`src/rtl/order_ingress_arbiter.sv`:
```
// Two-stream ingress arbiter: buffers CPU requests and exchange cancellations in
// separate FIFOs and serialises them into isolated one-cycle go pulses.
module order_ingress_arbiter #(
    parameter int DEPTH      = 4,
    parameter int GAP        = 2,
    parameter int EXCH_BURST = 3
) (
    input  logic                       clk,
    input  logic                       HRESETn,
    input  logic                       cpu_in_valid,
    output logic                       cpu_in_ready,
    input  logic [4:0]                 cpu_in_client_id,
    input  logic [31:0]                cpu_in_amount,
    input  logic                       cpu_in_new_max,
    input  logic                       exch_in_valid,
    output logic                       exch_in_ready,
    input  logic [4:0]                 exch_in_client_id,
    input  logic [15:0]                exch_in_amount,
    output logic                       cpu_go,
    output logic                       cpu_new_max,
    output logic [4:0]                 cpu_client_id,
    output logic [31:0]                cpu_amount,
    output logic                       exchange_go,
    output logic [4:0]                 exchange_client_id,
    output logic [15:0]                exchange_amount,
    output logic [$clog2(DEPTH):0]     cpu_level,
    output logic [$clog2(DEPTH):0]     exch_level
);

    localparam int PW    = $clog2(DEPTH);
    localparam int LW    = PW + 1;
    localparam int GW    = $clog2(GAP + 1);
    localparam int BW    = $clog2(EXCH_BURST + 1);
    localparam int CPU_W = 38;
    localparam int EX_W  = 21;

    typedef enum logic [1:0] {IDLE, ISSUE, WAIT} state_t;

    state_t            state;
    logic [GW-1:0]     gap_cnt;
    logic [BW-1:0]     burst_cnt;

    logic [CPU_W-1:0]  cpu_mem  [DEPTH];
    logic [EX_W-1:0]   exch_mem [DEPTH];
    logic [PW-1:0]     cpu_wr, cpu_rd, exch_wr, exch_rd;

    logic cpu_push, exch_push, cpu_pop, exch_pop;
    logic cpu_ne, exch_ne, sel_exch, sel_cpu;

    // Ready is held low while in reset so nothing is accepted before the first
    // released edge.
    assign cpu_in_ready  = HRESETn && (cpu_level  < LW'(DEPTH));
    assign exch_in_ready = HRESETn && (exch_level < LW'(DEPTH));
    assign cpu_push      = cpu_in_valid  && cpu_in_ready;
    assign exch_push     = exch_in_valid && exch_in_ready;

    assign cpu_ne   = (cpu_level  != '0);
    assign exch_ne  = (exch_level != '0);
    assign sel_exch = (state == IDLE) && exch_ne &&
                      !((burst_cnt == BW'(EXCH_BURST)) && cpu_ne);
    assign sel_cpu  = (state == IDLE) && cpu_ne && !sel_exch;
    assign cpu_pop  = sel_cpu;
    assign exch_pop = sel_exch;

    always_ff @(posedge clk) begin
        if (cpu_push)
            cpu_mem[cpu_wr] <= {cpu_in_new_max, cpu_in_client_id, cpu_in_amount};
        if (exch_push)
            exch_mem[exch_wr] <= {exch_in_client_id, exch_in_amount};
    end

    always_ff @(posedge clk) begin
        if (!HRESETn) begin
            cpu_wr     <= '0;
            cpu_rd     <= '0;
            exch_wr    <= '0;
            exch_rd    <= '0;
            cpu_level  <= '0;
            exch_level <= '0;
        end else begin
            if (cpu_push)  cpu_wr  <= cpu_wr + 1'b1;
            if (cpu_pop)   cpu_rd  <= cpu_rd + 1'b1;
            if (exch_push) exch_wr <= exch_wr + 1'b1;
            if (exch_pop)  exch_rd <= exch_rd + 1'b1;
            cpu_level  <= cpu_level  + LW'(cpu_push)  - LW'(cpu_pop);
            exch_level <= exch_level + LW'(exch_push) - LW'(exch_pop);
        end
    end

    always_ff @(posedge clk) begin
        if (!HRESETn) begin
            state              <= IDLE;
            gap_cnt            <= '0;
            burst_cnt          <= '0;
            cpu_go             <= 1'b0;
            exchange_go        <= 1'b0;
            cpu_new_max        <= 1'b0;
            cpu_client_id      <= '0;
            cpu_amount         <= '0;
            exchange_client_id <= '0;
            exchange_amount    <= '0;
        end else begin
            case (state)
                IDLE: begin
                    if (sel_exch) begin
                        exchange_go <= 1'b1;
                        {exchange_client_id, exchange_amount} <= exch_mem[exch_rd];
                        state <= ISSUE;
                        // Count only exchange issues that make a waiting CPU entry wait.
                        if (!cpu_ne)
                            burst_cnt <= '0;
                        else if (burst_cnt != BW'(EXCH_BURST))
                            burst_cnt <= burst_cnt + 1'b1;
                    end else if (sel_cpu) begin
                        cpu_go <= 1'b1;
                        {cpu_new_max, cpu_client_id, cpu_amount} <= cpu_mem[cpu_rd];
                        burst_cnt <= '0;
                        state     <= ISSUE;
                    end else begin
                        burst_cnt <= '0;
                    end
                end
                ISSUE: begin
                    cpu_go      <= 1'b0;
                    exchange_go <= 1'b0;
                    gap_cnt     <= GW'(GAP);
                    state       <= WAIT;
                end
                WAIT: begin
                    if (gap_cnt == GW'(1))
                        state <= IDLE;
                    else
                        gap_cnt <= gap_cnt - 1'b1;
                end
                default: state <= IDLE;
            endcase
        end
    end

endmodule

```
`config.mk`:
```
export PLATFORM = sky130hd
export DESIGN_NAME = order_ingress_arbiter
export DESIGN_NICKNAME = d
export VERILOG_FILES = /design/src/rtl/order_ingress_arbiter.sv
export SDC_FILE = /design/constraint.sdc
export NUM_CORES = 1
export LEC_CHECK = 0
export CORE_UTILIZATION = 50
export DETAILED_ROUTE_END_ITERATION = 8
export GPL_ROUTABILITY_DRIVEN = 0
export PLACE_DENSITY = 0.78
export SETUP_SLACK_MARGIN = 0.2
export SLEW_MARGIN = 10
export SYNTH_ARGS = -nofsm -noshare
export SYNTH_HDL_FRONTEND = slang
export SYNTH_SLANG_ARGS = --single-unit
```
`constraint.sdc`:
```
create_clock -name clk -period 2.4 [get_ports clk]
set_input_delay 0.48 -clock clk [delete_from_list [all_inputs] [get_ports clk]]
set_output_delay 0.48 -clock clk [all_outputs]
set_load 0.02 [all_outputs]
```
# Yosys cells after proc, flatten, opt, wreduce, memory -nomap -nowiden
# Memories as Yosys holds them, arrays and structs flattened. A register that Yosys moved wholly into a read port is not among the register bits.
# Index checks and enable logic that the tools add are counted.
[totals] in_bits=63 ramBits=236 word_cells=81 n_memories=2 ff_bits=22
[op_classes] n_eq_ne=12 magnitude_cmp=2 bitwise_logic=1 n_addsub=10 reduce_logical=25 muxes=18
[mem_list] name="cpu_mem" depth=4 width=38 rd=1 rd_clocked_by_memory_dff=1 write_ports=1 line="43" rtl="logic [CPU_W-1:0] cpu_mem [DEPTH];"
[mem_list] name="exch_mem" depth=4 width=21 rd=1 rd_clocked_by_memory_dff=1 write_ports=1 line="44" rtl="logic [EX_W-1:0] exch_mem [DEPTH];"
[op_table] operator="$mux 2" n=7
[op_table] operator="$ne 2x2->1 const B" n=6
[op_table] operator="$add 2x1->2 const B" n=5
[op_table] operator="$reduce_and 2->1" n=5
[op_table] operator="$logic_and 1x1->1" n=9
[op_table] operator="$mux 1" n=7
[op_table] operator="$add 3x1->3" n=2
[op_table] operator="$lt 3x3->1 const B" n=2
[op_table] operator="$pmux 2 s3" n=1
[op_table] operator="$reduce_and 3->1" n=2
[op_table] operator="$reduce_bool 3->1" n=2
[op_table] operator="$sub 3x1->3" n=2
[op_table] operator="$eq 2x1->1 const B" n=2
[op_table] operator="$eq 2x2->1 const B" n=2
[op_table] operator="$logic_not 1->1" n=4
[op_table] operator="$pmux 1 s2" n=2
[op_table] operator="$pmux 2 s2" n=1
[op_table] operator="$reduce_bool 2->1" n=2
[op_table] operator="$ne 3x2->1 const B" n=1
[op_table] operator="$ne 3x3->1 const B" n=1
[op_table] operator="$logic_not 2->1" n=1
[op_table] operator="$sub 2x1->2 const B" n=1
[op_table] operator="$not 1->1" n=1

# Longest topological paths before layout
[logic_depth] word_depth=9 ltp_mapped=14 mapped_depth_nobuf=11

# Worst setup path before layout
# OpenSTA, ideal clock, no wires.
[synth_path] kind="input -> register" from="input port HRESETn" to="register exch_level[2]" cell_stages=12 t_arrival_ps=2770 setup_slack_ps=-485 path_cell_list="clkbuf_1 > nor2b_1 > and2_1 > inv_1 > ha_1 > inv_1 > ha_1 > inv_1 > fa_1 > xnor2_1 > xnor2_1 > and2_1"
[synth_via] elab_chain_cells=4
[synth_lines] item="from (decl)" line="9" rtl="input logic HRESETn,"
[synth_lines] item="$logic_and 1x1->1" line="53" rtl="assign exch_in_ready = HRESETn && (exch_level < LW'(DEPTH));"
[synth_lines] item="net exch_in_ready" line="16" rtl="output logic exch_in_ready,"
[synth_lines] item="$logic_and 1x1->1" line="55" rtl="assign exch_push = exch_in_valid && exch_in_ready;"
[synth_lines] item="$add 3x1->3" line="86" rtl="exch_level <= exch_level + LW'(exch_push) - LW'(exch_pop);"
[synth_lines] item="$sub 3x1->3" line="86"
[synth_lines] item="to (signal assigned)" line="86"
[synth_lines] item="to (decl)" line="27" rtl="output logic [$clog2(DEPTH):0] exch_level"
# The timed path passes the listed nets, and every way through them passes these cells.
# A chain may end at the register's enable or synchronous reset.

# Worst setup path in the final report
[layout_path] from="register cpu_level[2]" to="register exch_level[2]"
[layout_via] elab_chain_cells=5
[layout_lines] item="from (decl)" line="26" rtl="output logic [$clog2(DEPTH):0] cpu_level,"
[layout_lines] item="from (signal assigned)" line="85" rtl="cpu_level <= cpu_level + LW'(cpu_push) - LW'(cpu_pop);"
[layout_lines] item="$reduce_bool 3->1" line="57" rtl="assign cpu_ne = (cpu_level != '0);"
[layout_lines] item="$logic_and 1x1->1" line="60" rtl="!((burst_cnt == BW'(EXCH_BURST)) && cpu_ne);"
[layout_lines] item="$logic_not 1->1" line="60"
[layout_lines] item="$logic_and 1x1->1" line="59" rtl="assign sel_exch = (state == IDLE) && exch_ne &&"
[layout_lines] item="$sub 3x1->3" line="86"
# Every way passes these cells.

==> impl_metrics.csv <==
group,metric,value,unit
status,outcome,"finished, final reports clean",
layout,syn_to_final_growth,26.3,%
placed_design,post-place-ws,-104,ps
layout,layout_common_cells,"edfxtp_1 (236), clkdlybuf4s50_1 (128), nand2_1 (118), dfxtp_1 (75), mux4_2 (59)",
floorplanning,chipWidth,156,um
global_routing,grt_pass1_wl,35200,um
timing,setup_viol,0,
layout,final_common_cell,"edfxtp_1",
pwr,power_density,1100,nW/um2
worst_setup_path,path_delay_family,"adder cells",
logic_synthesis,synthTopCellsByArea,"edfxtp_1 (59%), dfxtp_1 (14%), mux4_2 (11%)",
timing,hold_viol_final,0,
floorplanning,die-height,156,um
logic_synthesis,synth_cell_types,39,
logic_synthesis,synth-edff-count,236,
logic_synthesis,async_flop_share,0,%
timing,min_period,2360,ps
worst_setup_path,r2r-start,"cpu_level[2]$_SDFF_PN0_",
floorplanning,row_count,56,
floorplanning,io_pins,132,
global_routing,grt_max_degree,76,
detailed_routing,drtIter0Drc,309,
clock_network,cts_sinks,317,
worst_setup_path,crit_path_end_kind,"register",
worst_setup_path,cp_max_fo,2,
clock_network,h-tree-depth,2,
clock_network,cts_tree,"built",
clock_network,clock_path_buffers,3,
clock_network,clk_latency,510,ps
clock_network,cts-buffers-inserted,34,
logic_synthesis,synth_top_area_share,59.4,%
worst_hold_path,hp-class,"in2reg",
clock_network,cts-root-buf,"clkbuf_16",
logic_synthesis,ys_seq_elements,317,
global_routing,groute.usage.overall,19.0,%
worst_setup_path,critPathLaunchType,"register",
worst_setup_path,required,2790,ps
worst_setup_path,crit_buf_inv,3,
worst_setup_path,cp-startpoint,"cpu_level[2]$_SDFF_PN0_",
worst_hold_path,holdCritStartpoint,"HRESETn",
logic_synthesis,synth_area_per_cell,17.2,um2
layout,n_antenna_cell,0,
detailed_routing,routed_wl,22200,um
clock_network,clk_pin_slew,60,ps
timing,finClkSkew,21.2,ps
worst_setup_path,slowest_delay,390,ps
global_routing,grt_overflow,0,
floorplanning,initial_utilization,51.0,%
timing,max_clock_freq,0.424,GHz
logic_synthesis,synth_area,11900,um2
timing,post-route-period-util,98.2,%
logic_synthesis,yosysSeqAreaShare,73.0,%
pwr,p_leak,0.00500,uW
floorplanning,dieArea,24500,um2
detailed_routing,drt.antenna.violating_nets,0,
detailed_routing,via_count,6260,
pwr,fin_total_pwr,16600,uW
clock_network,post_cts_buffers,0,
detailed_routing,firstDrtPassIters,4,
logic_synthesis,synthCells,693,
placed_design,hpwlAfterDp,13300,um
logic_synthesis,dominantRegCellSynth,"edfxtp_1",
timing,rsz0062_at_grt,"true",
detailed_routing,drcViolationCount,0,
detailed_routing,routed_via_density,5.21,
layout,final_layout_size_suffix_gt1_share,21.8,%
timing,drv_slew,0,
worst_setup_path,ff2ff_setup_slack,40,ps
logic_synthesis,synth_top_area_cell,"edfxtp_1",
worst_setup_path,cp_slowest_cell,"or3_4",
worst_setup_path,path_cells,"or3_4, a211o_4, clkinv_8, ha_4, inv_2, ha_4, inv_2, fa_2, xnor2_2, xnor2_1, and2_1",
timing,finalWorstSetupSlack,42.9,ps
global_routing,antenna_found_initial,2,
worst_setup_path,cp.arrival,2750,ps
pwr,ir_worst_vdd,0.688,mV
run,cap_violations,0,
floorplanning,core,23400,um2
detailed_routing,wl_per_cell,18.5,um
timing,worstMarginPinSlew,753,ps
logic_synthesis,synthesis.nets,772,
timing,max_slew_margin,49.8,%
layout,fin_nets,936,
placed_design,port_buffers,131,
logic_synthesis,yosysWarnings,0,
global_routing,grt_pass1_vias,6522,
worst_setup_path,worst-setup-path-type,"reg2reg",
[routing by layer]
metal / GRT usage [%] / vias up / part of all wire, %
li1: - / 2924 / -
met1: 23.2 / 3144 / 41
met2: 33.0 / 148 / 51
met3: 5.01 / 40 / 6.0
met4: 5.93 / 4 / 2.1
met5: 0 / - / 0.12
[through the flow]
step / hold slack, ps / utilization, % / instance area, um2 / cells / setup TNS, ps
finish: 371 / 64.4 / 15100 / 1201 / 0
CTS: 353 / 64.4 / 15100 / 1201 / 0
global placement: 442 / 59.3 / 13900 / 1140 / -56.3
floorplan: 434 / - / 12000 / 693 / -196
global route: 385 / 64.4 / 15100 / 1201 / -11.5
detailed placement: 451 / 59.3 / 13900 / 1140 / -111
[final cells by class]
cell class	count	area, um2
multi-input cells	325	3040
clock buffers	45	997
inverters	14	65.1
flip-flops and latches	317	8720
repair buffers	165	1660
well taps	319	399
fillers	1677	8330
clock inverters	16	191
[final timing paths]
kind | endpoint | cells past startpoint
setup reg to reg | exch_level[2]$_SDFF_PN0_ | 11
setup / recovery | exch_level[2]$_SDFF_PN0_ | 11
hold reg to reg | exchange_go$_SDFFE_PN0P_ | 2
hold / removal | exch_wr[0]$_SDFFE_PN0P_ | 3
[synth_stat cells, types with 12 or more instances]
| cell | count |
|---|---|
| buf_2 | 13 |
| inv_1 | 12 |
| a21boi_0 | 44 |
| dfxtp_1 | 81 |
| and2_1 | 12 |
| clkbuf_1 | 20 |
| ha_1 | 14 |
| a21boi_1 | 13 |
| mux4_2 | 59 |
| nand2_1 | 118 |
| edfxtp_1 | 236 |
[worst register-to-register path: cells and delay by family, from the launching register on]
family | cells | cell delay, ps
fa+ha+maj | 3 | 630
compound gates | 1 | 370
flops | 1 | 320
xor+xnor | 2 | 260
simple gates | 2 | 520
buf+inv | 3 | 150
[kinds of logic (layout without fill, tap and decap cells)]
logic type	after synthesis	count (layout)	share of synthesized area [%]
buffers and inverters	51	240	2.14
flip-flops	317	317	73.0
adder cells (fa/ha/maj)	16	16	1.80
multiplexers	59	59	11.1
AND/OR/NAND/NOR	165	165	6.17
AO/OA/AOI/OAI	77	77	5.18
XOR/XNOR	8	8	0.587
[where the power goes]
group	leakage, uW	internal, uW	switching, uW
sequential	0.00280	6520	375
clock	0.000581	3370	2050
combinational	0.00162	2100	2210
[registers in the layout, indices dropped and copies added, names as in the netlist, 3 cells and up]
register / flops
cpu_amount: 32
cpu_client_id: 5
cpu_level: 3
cpu_mem: 152
exch_level: 3
exch_mem: 84
exchange_amount: 16
exchange_client_id: 5
[what timing repair did]
| action | 4_1_cts | 5_1_grt |
|---|---|---|
| hold buffers | 0 | 0 |
| resized for setup | 4 | 0 |
| pin swaps | 4 | 1 |
| setup endpoints to repair | 6 | 4 |
(Power assumes the default switching activity.)
